### config.mk
export PLATFORM = sky130hd
export DESIGN_NAME = quad_decoder
export DESIGN_NICKNAME = d
export VERILOG_FILES = /design/src/rtl/quad_pkg.sv /design/src/rtl/quad_filt.sv /design/src/rtl/quad_decoder.sv
export SDC_FILE = /design/constraint.sdc
export NUM_CORES = 1
export LEC_CHECK = 0
export BUFFER_PORTS_ARGS = -buffer_cell sky130_fd_sc_hd__buf_2
export CAP_MARGIN = 20
export CORE_MARGIN = 2
export CORE_UTILIZATION = 35
export CTS_CLUSTER_SIZE = 16
export DETAILED_ROUTE_END_ITERATION = 10
export GPL_ROUTABILITY_DRIVEN = 0
export PLACE_DENSITY = 0.5
export SLEW_MARGIN = 15
export SYNTH_ARGS = -nofsm -noshare
export SYNTH_HDL_FRONTEND = slang
export SYNTH_SLANG_ARGS = --single-unit
### constraint.sdc
create_clock -name i_clk -period 8.9 [get_ports i_clk]
set_input_delay 2.67 -clock i_clk [delete_from_list [all_inputs] [get_ports i_clk]]
set_output_delay 2.67 -clock i_clk [all_outputs]
set_load 0.02 [all_outputs]
### src/rtl/quad_pkg.sv
// quad_pkg
//   Shared types and constants for the quadrature decoder.
//   phase_t : filtered {A,B} level pair, encoded as the raw bit pair.
//   state_t : INIT/TRACK decoder state.
//   phase_fwd() returns the forward (count-up) successor of a phase.
package quad_pkg;

  typedef enum logic [1:0] {
    PH00 = 2'b00,
    PH01 = 2'b01,
    PH11 = 2'b11,
    PH10 = 2'b10
  } phase_t;

  typedef enum logic {
    INIT  = 1'b0,
    TRACK = 1'b1
  } state_t;

  localparam logic DIR_UP = 1'b1;
  localparam logic DIR_DN = 1'b0;

  // Forward order is 00 -> 01 -> 11 -> 10 -> 00.
  function automatic phase_t phase_fwd(input phase_t p);
    phase_t n;
    case (p)
      PH00:    n = PH01;
      PH01:    n = PH11;
      PH11:    n = PH10;
      default: n = PH00;
    endcase
    return n;
  endfunction

endpackage

### src/rtl/quad_filt.sv
// quad_filt
//   Two-flop synchronizer followed by a glitch filter for one encoder channel.
//   The filtered level only moves to a new value after FILT consecutive
//   synchronized samples have shown that value; shorter pulses vanish.
// Ports
//   i_clk : system clock
//   i_rst : synchronous active-high reset (clears synchronizer and level)
//   i_d   : asynchronous channel input
//   o_q   : filtered, synchronous channel level
module quad_filt #(
  parameter int FILT = 2
) (
  input  logic i_clk,
  input  logic i_rst,
  input  logic i_d,
  output logic o_q
);

  localparam int TW = (FILT > 1) ? $clog2(FILT) : 1;
  localparam logic [TW-1:0] RELOAD = TW'(FILT - 1);

  logic          r_s1;
  logic          r_s2;
  logic          r_q;
  logic [TW-1:0] r_tmr;

  // r_tmr counts down the remaining disagreeing samples; any sample that
  // agrees with the current level restarts the run from the top.
  always_ff @(posedge i_clk) begin
    if (i_rst) begin
      r_s1  <= 1'b0;
      r_s2  <= 1'b0;
      r_q   <= 1'b0;
      r_tmr <= RELOAD;
    end else begin
      r_s1 <= i_d;
      r_s2 <= r_s1;
      if (r_s2 == r_q) begin
        r_tmr <= RELOAD;
      end else if (r_tmr == '0) begin
        r_q   <= r_s2;
        r_tmr <= RELOAD;
      end else begin
        r_tmr <= r_tmr - TW'(1);
      end
    end
  end

  assign o_q = r_q;

endmodule

### src/rtl/quad_decoder.sv
// quad_decoder
//   Quadrature decoder: filters encoder channels A/B, decodes each legal
//   Gray-code transition into a +1/-1 step, keeps a wrapping position count
//   and flags illegal (double-bit) transitions.
//
//   state | meaning
//   INIT  | first cycle after reset: adopt filtered phase, never step
//   TRACK | compare filtered phase to stored phase, classify changes
//
// Ports
//   i_clk, i_rst   : clock, synchronous active-high reset
//   i_a, i_b       : asynchronous encoder channels
//   i_en           : 1 = steps update count, 0 = count frozen
//   i_clr          : clear count (wins over a simultaneous step)
//   i_err_clr      : clear sticky error (loses to a simultaneous illegal edge)
//   o_cnt          : signed wrapping position count
//   o_step         : one-cycle pulse per legal transition
//   o_dir          : direction of last legal step (1 = up)
//   o_err          : sticky illegal-transition flag
import quad_pkg::*;

module quad_decoder #(
  parameter int CNT_W = 16,
  parameter int FILT  = 2
) (
  input  logic                    i_clk,
  input  logic                    i_rst,
  input  logic                    i_a,
  input  logic                    i_b,
  input  logic                    i_en,
  input  logic                    i_clr,
  input  logic                    i_err_clr,
  output logic signed [CNT_W-1:0] o_cnt,
  output logic                    o_step,
  output logic                    o_dir,
  output logic                    o_err
);

  logic   w_a_f;
  logic   w_b_f;
  phase_t w_ph;
  logic   w_chg;
  logic   w_fwd;
  logic   w_rev;
  logic   w_ill;

  state_t           r_state;
  phase_t           r_ph;
  logic [CNT_W-1:0] r_cnt;
  logic             r_step;
  logic             r_dir;
  logic             r_err;

  quad_filt #(.FILT(FILT)) u_filt_a (
    .i_clk (i_clk),
    .i_rst (i_rst),
    .i_d   (i_a),
    .o_q   (w_a_f)
  );

  quad_filt #(.FILT(FILT)) u_filt_b (
    .i_clk (i_clk),
    .i_rst (i_rst),
    .i_d   (i_b),
    .o_q   (w_b_f)
  );

  assign w_ph  = phase_t'({w_a_f, w_b_f});
  assign w_chg = (r_state == TRACK) && (w_ph != r_ph);
  assign w_fwd = w_chg && (w_ph == phase_fwd(r_ph));
  // Reverse step: the old phase is the forward successor of the new one.
  assign w_rev = w_chg && (r_ph == phase_fwd(w_ph));
  assign w_ill = w_chg && !w_fwd && !w_rev;

  always_ff @(posedge i_clk) begin
    if (i_rst) begin
      r_state <= INIT;
      r_ph    <= PH00;
      r_cnt   <= '0;
      r_step  <= 1'b0;
      r_dir   <= DIR_UP;
      r_err   <= 1'b0;
    end else begin
      case (r_state)
        INIT: begin
          r_ph    <= w_ph;
          r_state <= TRACK;
        end
        default: begin
          r_ph    <= w_ph;
          r_state <= TRACK;
        end
      endcase

      r_step <= w_fwd | w_rev;

      if (w_fwd) begin
        r_dir <= DIR_UP;
      end else if (w_rev) begin
        r_dir <= DIR_DN;
      end

      if (i_clr) begin
        r_cnt <= '0;
      end else if (i_en && w_fwd) begin
        r_cnt <= r_cnt + CNT_W'(1);
      end else if (i_en && w_rev) begin
        r_cnt <= r_cnt - CNT_W'(1);
      end

      if (w_ill) begin
        r_err <= 1'b1;
      end else if (i_err_clr) begin
        r_err <= 1'b0;
      end
    end
  end

  assign o_cnt  = r_cnt;
  assign o_step = r_step;
  assign o_dir  = r_dir;
  assign o_err  = r_err;

endmodule

==> flow_summary_export.csv, run 1 <==
group,metric,value,unit
sta,fmax,0.190,GHz
cells_and_area,num-fill-cells,516,
global_routing,antenna_found_initial,0,
floorplan,row_count,26,
detailed_routing,vias_per_cell,4.96,
detailed_routing,detail_route.iter0.violations,62,
detailed_routing,final_antenna_net_count,0,
yosys,synth.most_common_cell,"dfxtp_1",
sta,rsz0062_at_grt,"no",
worst_setup_path,path_class,"primary input to flip-flop",
yosys,synth_edf_count,0,
sta,finalHoldViolations,0,
clock_tree,clock_latency,0.29,ns
floorplan,fp.dieW,75.6,µm
power,total_power,0.000265,W
sta,setup_viol,0,
clock_tree,path_clk_slew,0.08,ns
worst_hold_path,holdPathStages,1,
detailed_routing,wl_per_cell,12.8,µm
run_status,status,"finished, final reports clean",
sta,max-slew-margin-rel,46.7,%
clock_tree,cts_made_buffers,5,
detailed_routing,num_vias,1498,
clock_tree,cts_resized,0,
floorplan,fp.dieH,75.6,µm
floorplan,core_area,0.00504,mm²
global_routing,track_usage,15.2,%
sta,maxSlewViolCount,0,
floorplan,initial_core_util,35.6,%
place,port_buffers,25,
worst_setup_path,crit_required,9.06,ns
floorplan,dieArea,0.00572,mm²
cells_and_area,layout-drive-gt1-share,16.8,%
worst_setup_path,reg2reg_depth,9,
yosys,yosys-top-cells-count,"dfxtp_1, nor2_1, a21oi_1",
yosys,synth_top_area_share,33.5,%
worst_setup_path,critPathMaxFanout,16,
worst_hold_path,hold_path_class,"flip-flop to flip-flop",
cells_and_area,seqCellArea,601,µm²
worst_setup_path,r2r_end,"o_cnt[12]",
yosys,async_reset_ff_share,0,%
cells_and_area,largest_register_ffs,16,
worst_setup_path,cp.arrival,5.42,ns
power,vdd_ir_drop_max,82.6,µV
clock_tree,clk_path_buf_depth,2,
clock_tree,cts_setup_buffers,0,
worst_setup_path,rr_startpoint,"u_filt_a.o_q",
worst_hold_path,holdCritStartpoint,"u_filt_b.r_tmr",
yosys,ys_seq_elements,30,
place,dpl.hpwl,2780,µm
worst_setup_path,cp-start-kind,"primary input",
yosys,yosys.area.top_type,"dfxtp_1",
cells_and_area,syn_to_final_growth,14.5,%
worst_setup_path,r2r_slack,5.29,ns
sta,fin_skew,0.00896,ns
clock_tree,cts_tree,"built",
clock_tree,h-tree-depth,2,
yosys,syn_nets,228,
cells_and_area,nets,253,
detailed_routing,routed_wirelength,3880,µm
global_routing,grt_max_degree,20,
sta,worst_pin_slew,0.798,ns
run,max-cap-violations,0,
global_routing,gr-total-overflow,0,
yosys,synth_area_per_cell,8.71,µm²
global_routing,grt_pass1_vias,1412,
sta,post-route-period-util,59.1,%
yosys,synthTopCellsByArea,"dfxtp_1, ha_1, a21oi_1",
cells_and_area,diodes,0,
sta,post-route-min-period,5.26,ns
global_routing,grt_pass1_wl,6440,µm
detailed_routing,drc,0,
power,p_leak,0.941,nW
clock_tree,clockRootBuffer,"clkbuf_8",
worst_hold_path,hold_end,"u_filt_b.r_tmr",
yosys,ys.flop_type,"dfxtp_1",
sta,fin_setup_tns,0,ns
detailed_routing,dr.pass1.iters,4,
power,power_density,129,mW/mm²
yosys,synth.distinct_cells,46,
yosys,syn_inst,206,
clock_tree,cts_hold_buf,0,
cells_and_area,multiInputGateArea,0.00113,mm²
worst_setup_path,end_kind,"flip-flop",
clock_tree,cts.sinks,30,
yosys,ys_seq_area_share,33.5,%
floorplan,ioPinCount,26,
yosys,synth_area,0.00179,mm²
yosys,ys_warn_count,0,
[cell families (layout without fill, tap and decap cells)]
kind of cell    after synthesis  in the layout  share of synthesized area [%]
compound gates               58             58                           22.2
xor+xnor                     13             13                           6.76
fa+ha+maj                    15             15                           10.9
buf+inv                      13             39                           3.63
flops                        30             30                           33.5
mux                           6              6                           3.35
simple gates                 71             71                           19.7
[critical path, stage by stage]
cell and delay, ns:
buf_2 0.11, nand4_1 0.62, ha_1 0.62, a2111oi_0 0.42, inv_1 0.10, o2111a_1 0.28, o41ai_2 0.31, mux2i_1 0.21
o21ai_1 0.07
[layout by cell type (no fill, tap or decap), types with 2 or more instances in the layout]
cell | Yosys | layout
a211oi_1 | 3 | 3
a21o_1 | 5 | 5
a21oi_1 | 16 | 16
a31oi_1 | 2 | 2
and3_1 | 5 | 5
buf_2 | 1 | 25
clkbuf_8 | 0 | 5
dfxtp_1 | 30 | 30
ha_1 | 14 | 14
inv_1 | 6 | 6
mux2i_1 | 6 | 6
nand2_1 | 15 | 15
nand3_1 | 7 | 7
nor2_1 | 17 | 17
nor2b_1 | 8 | 8
nor3_1 | 8 | 8
o2111ai_1 | 2 | 2
o211a_1 | 3 | 3
o211ai_1 | 2 | 2
o21a_1 | 3 | 3
o21ai_0 | 10 | 10
o21ai_1 | 2 | 2
or3_1 | 4 | 4
xnor2_1 | 6 | 6
xor2_1 | 6 | 6
[through the flow]
stage | util (%) | setup WS (ns) | hold slack (ns) | area (µm²) | instances
floorplan | - | 3.89 | 0.381 | 1790 | 206
global placement | 39.0 | 3.35 | 0.392 | 1960 | 294
detailed placement | 39.0 | 3.32 | 0.394 | 1960 | 294
CTS | 40.7 | 3.61 | 0.413 | 2050 | 302
global route | 40.7 | 3.39 | 0.439 | 2050 | 302
finish | 40.7 | 3.64 | 0.411 | 2050 | 302
[how the worst max path moves through the flow]
stage / start / endpoint / slack (ns) / depth (start not counted)
detailed placement: i_en / o_cnt[12] / 3.32 / 9
floorplan: i_en / o_cnt[12] / 3.89 / 8
CTS: i_en / o_cnt[12] / 3.61 / 9
global placement: i_en / o_cnt[12] / 3.35 / 9
finish: i_en / o_cnt[12] / 3.64 / 9
global route: i_en / o_cnt[12] / 3.39 / 9
[report_power, final]
part | leakage (nW) | switching [W] | internal [W] | total, W
clock network | 0.0441 | 0.0000589 | 0.0000549 | 0.000114
logic | 0.654 | 0.00000790 | 0.00000564 | 0.0000135
registers | 0.243 | 0.00000136 | 0.000136 | 0.000137
[layer usage]
layer	vias up	part of all wire (%)	wire, µm	track usage [%]
li1	804	-	-	-
met1	666	50	1950	19.4
met2	24	45	1730	24.3
met3	4	3.6	138	3.97
met4	0	1.3	51	6.43
met5	-	0	0	0
[layout make-up]
type | count | share of cell area (%)
Multi-Input combinational cell | 163 | 54.9
Sequential cell | 30 | 29.2
Timing Repair Buffer | 25 | 6.09
Tap cell | 70 | 4.26
Clock buffer | 5 | 3.35
Inverter | 6 | 1.10
Clock inverter | 3 | 1.04
Power figures use the tool's default switching activity.
==> run 2: changes to the inputs <==
--- a/config.mk
+++ b/config.mk
@@ -12,7 +12,7 @@
 export CTS_CLUSTER_SIZE = 16
 export DETAILED_ROUTE_END_ITERATION = 10
 export GPL_ROUTABILITY_DRIVEN = 0
-export PLACE_DENSITY = 0.5
+export PLACE_DENSITY = 0.52
 export SLEW_MARGIN = 15
 export SYNTH_ARGS = -nofsm -noshare
 export SYNTH_HDL_FRONTEND = slang
==> constraint.sdc (replaced) <==
create_clock -name i_clk -period 4.8 [get_ports i_clk]
set_input_delay 1.44 -clock i_clk [delete_from_list [all_inputs] [get_ports i_clk]]
set_output_delay 1.44 -clock i_clk [all_outputs]
set_load 0.02 [all_outputs]
==> run 2 against run 1 <==
Net effect: non-clock buffer count is 1 higher; register-to-register slack worse by 3.4 ns; sequential share of layout area is 0.12 points lower; hold slack worse by 0.00087 ns; setup slack worse by 2.2 ns; clock power is 89% higher; highest routed layer unchanged; largest power group unchanged; wire length is 3.4% lower; sequential power is 86% higher; count of clock-buffer cells in the layout is 2 higher; clock skew is 0.0020 ns lower.
==> flow_summary_export.csv, run 2 (synthesis gave the netlist of run 1 again) <==
group,metric,value,unit
clock_tree,clock_latency,0.28,ns
sta,post-route-period-util,70.6,%
power,p_leak,0.949,nW
clock_tree,h-tree-depth,2,
cells_and_area,nets,254,
worst_setup_path,end_kind,"flip-flop",
global_routing,antenna_found_initial,0,
sta,post-route-min-period,3.39,ns
sta,setup_viol,0,
power,switchingPower,0.000116,W
clock_tree,path_clk_slew,0.07,ns
place,port_buffers,25,
sta,maxSlewViolCount,0,
sta,setup_ws,1.41,ns
cells_and_area,largest_register_ffs,16,
floorplan,fp.dieH,75.6,µm
worst_setup_path,r2r_slack,1.87,ns
worst_hold_path,hold_end,"u_filt_b.r_tmr",
cells_and_area,layout-drive-gt1-share,16.7,%
detailed_routing,drc,0,
detailed_routing,num_vias,1537,
run,max-cap-violations,0,
worst_setup_path,path_class,"primary input to flip-flop",
place,dp_slack,1.11,ns
power,vdd_ir_drop_max,153,µV
global_routing,grt_pass1_vias,1410,
worst_hold_path,holdPathStages,1,
power,power_density,240,mW/mm²
cells_and_area,diodes,0,
floorplan,initial_core_util,35.6,%
floorplan,row_count,26,
detailed_routing,final_antenna_net_count,0,
power,clockPowerShare,43.4,%
clock_tree,clockRootBuffer,"clkbuf_8",
floorplan,fp.dieW,75.6,µm
worst_setup_path,cp-start-kind,"primary input",
power,p_int,0.000378,W
sta,fmax,0.295,GHz
cells_and_area,layout_common_cells,"dfxtp_1, buf_2, nor2_1",
clock_tree,cts_hold_buf,0,
sta,rsz0062_at_grt,"no",
run_status,status,"finished, final reports clean",
worst_setup_path,critPathMaxFanout,16,
cells_and_area,final_common_cell,"dfxtp_1",
power,power.share.combinational,5.0,%
detailed_routing,vias_per_cell,5.07,
worst_setup_path,cp.arrival,3.54,ns
clock_tree,cts.sinks,30,
floorplan,ioPinCount,26,
floorplan,dieArea,0.00572,mm²
detailed_routing,detail_route.iter0.violations,120,
power,swShare,23.5,%
sta,max-slew-margin-rel,59.1,%
detailed_routing,routed_wirelength,3750,µm
cells_and_area,num-fill-cells,534,
detailed_routing,wl_per_cell,12.4,µm
sta,fin_setup_tns,0,ns
worst_setup_path,crit_required,4.95,ns
cells_and_area,syn_to_final_growth,15.0,%
global_routing,grt_max_degree,20,
worst_hold_path,hold_path_class,"flip-flop to flip-flop",
clock_tree,cts_made_buffers,5,
sta,worst_pin_slew,0.614,ns
worst_setup_path,reg2reg_depth,10,
global_routing,grt_pass1_wl,6320,µm
worst_setup_path,r2r_end,"o_cnt[12]",
clock_tree,cts_resized,0,
clock_tree,clk_path_buf_depth,2,
worst_setup_path,rr_startpoint,"u_filt_a.o_q",
global_routing,gr-total-overflow,0,
detailed_routing,dr.pass1.iters,4,
sta,finalHoldViolations,0,
floorplan,core_area,0.00504,mm²
global_routing,track_usage,14.8,%
sta,fin_skew,0.00700,ns
place,dpl.hpwl,2660,µm
clock_tree,cts_tree,"built",
clock_tree,cts_setup_buffers,0,
power,seqPwrFrac,51.5,%
worst_hold_path,holdCritStartpoint,"u_filt_b.r_tmr",
-- run 2: cell count changes in the layout (fill, tap and decap cells not counted) --
cell | previous run | this run
clkinv_4 | 1 | 0
buf_4 | 0 | 1
clkbuf_8 | 5 | 6
clkinvlp_4 | 1 | 0
clkbuf_1 | 0 | 1
-- run 2: through the flow --
step	util (%)	hold slack, ns	instance area (µm²)	power (W)	cells
after floorplan	-	0.381	1790	0.000279	206
after global placement	39.1	0.390	1970	0.000286	295
after detailed placement	39.1	0.397	1970	0.000286	295
after CTS	40.9	0.412	2060	0.000504	303
after global routing	40.9	0.440	2060	0.000517	303
final	40.9	0.410	2060	0.000495	303
-- run 2: area by class of cell --
cell class | instances | area (µm²) | area share, %
sequential | 30 | 601 | 29.1
tap | 70 | 87.6 | 4.24
inverter | 6 | 22.5 | 1.09
multi-input combinational | 163 | 1130 | 54.7
clock buffer | 7 | 86.3 | 4.18
clock inverter | 1 | 5.00 | 0.243
timing repair buffer | 26 | 133 | 6.43
-- run 2: worst max path at each step --
stage          start        end  cells after the start
6_report        i_en  o_cnt[12]                     10
5_1_grt         i_en  o_cnt[12]                     10
4_1_cts         i_en  o_cnt[12]                     10
3_5_place_dp    i_en  o_cnt[12]                     10
3_3_place_gp    i_en  o_cnt[12]                     10
2_1_floorplan   i_en  o_cnt[12]                      8
-- run 2: power by group through the flow --
stage | sequential, W | clock [W] | combinational [W]
finish | 0.000255 | 0.000215 | 0.0000249
global route | 0.000255 | 0.000234 | 0.0000281
CTS | 0.000255 | 0.000224 | 0.0000253
detailed placement | 0.000260 | 0 | 0.0000253
global placement | 0.000260 | 0 | 0.0000254
floorplan | 0.000260 | 0 | 0.0000185
-- run 2: worst max-delay path, stage by stage --
cell and delay [ns]:
buf_2 0.10, nand4_1 0.08, buf_4 0.22, ha_1 0.34, nor2b_1 0.17, o31a_1 0.29, o2111a_1 0.30, o41ai_2 0.31
mux2i_1 0.21, o21ai_1 0.07
-- run 2: routing by layer --
metal,global-route usage (%),part of all wire (%),vias up
met5,0,0,-
met4,7.02,2.0,0
met2,23.1,45,30
met3,4.37,4.4,7
li1,-,-,802
met1,18.6,49,698
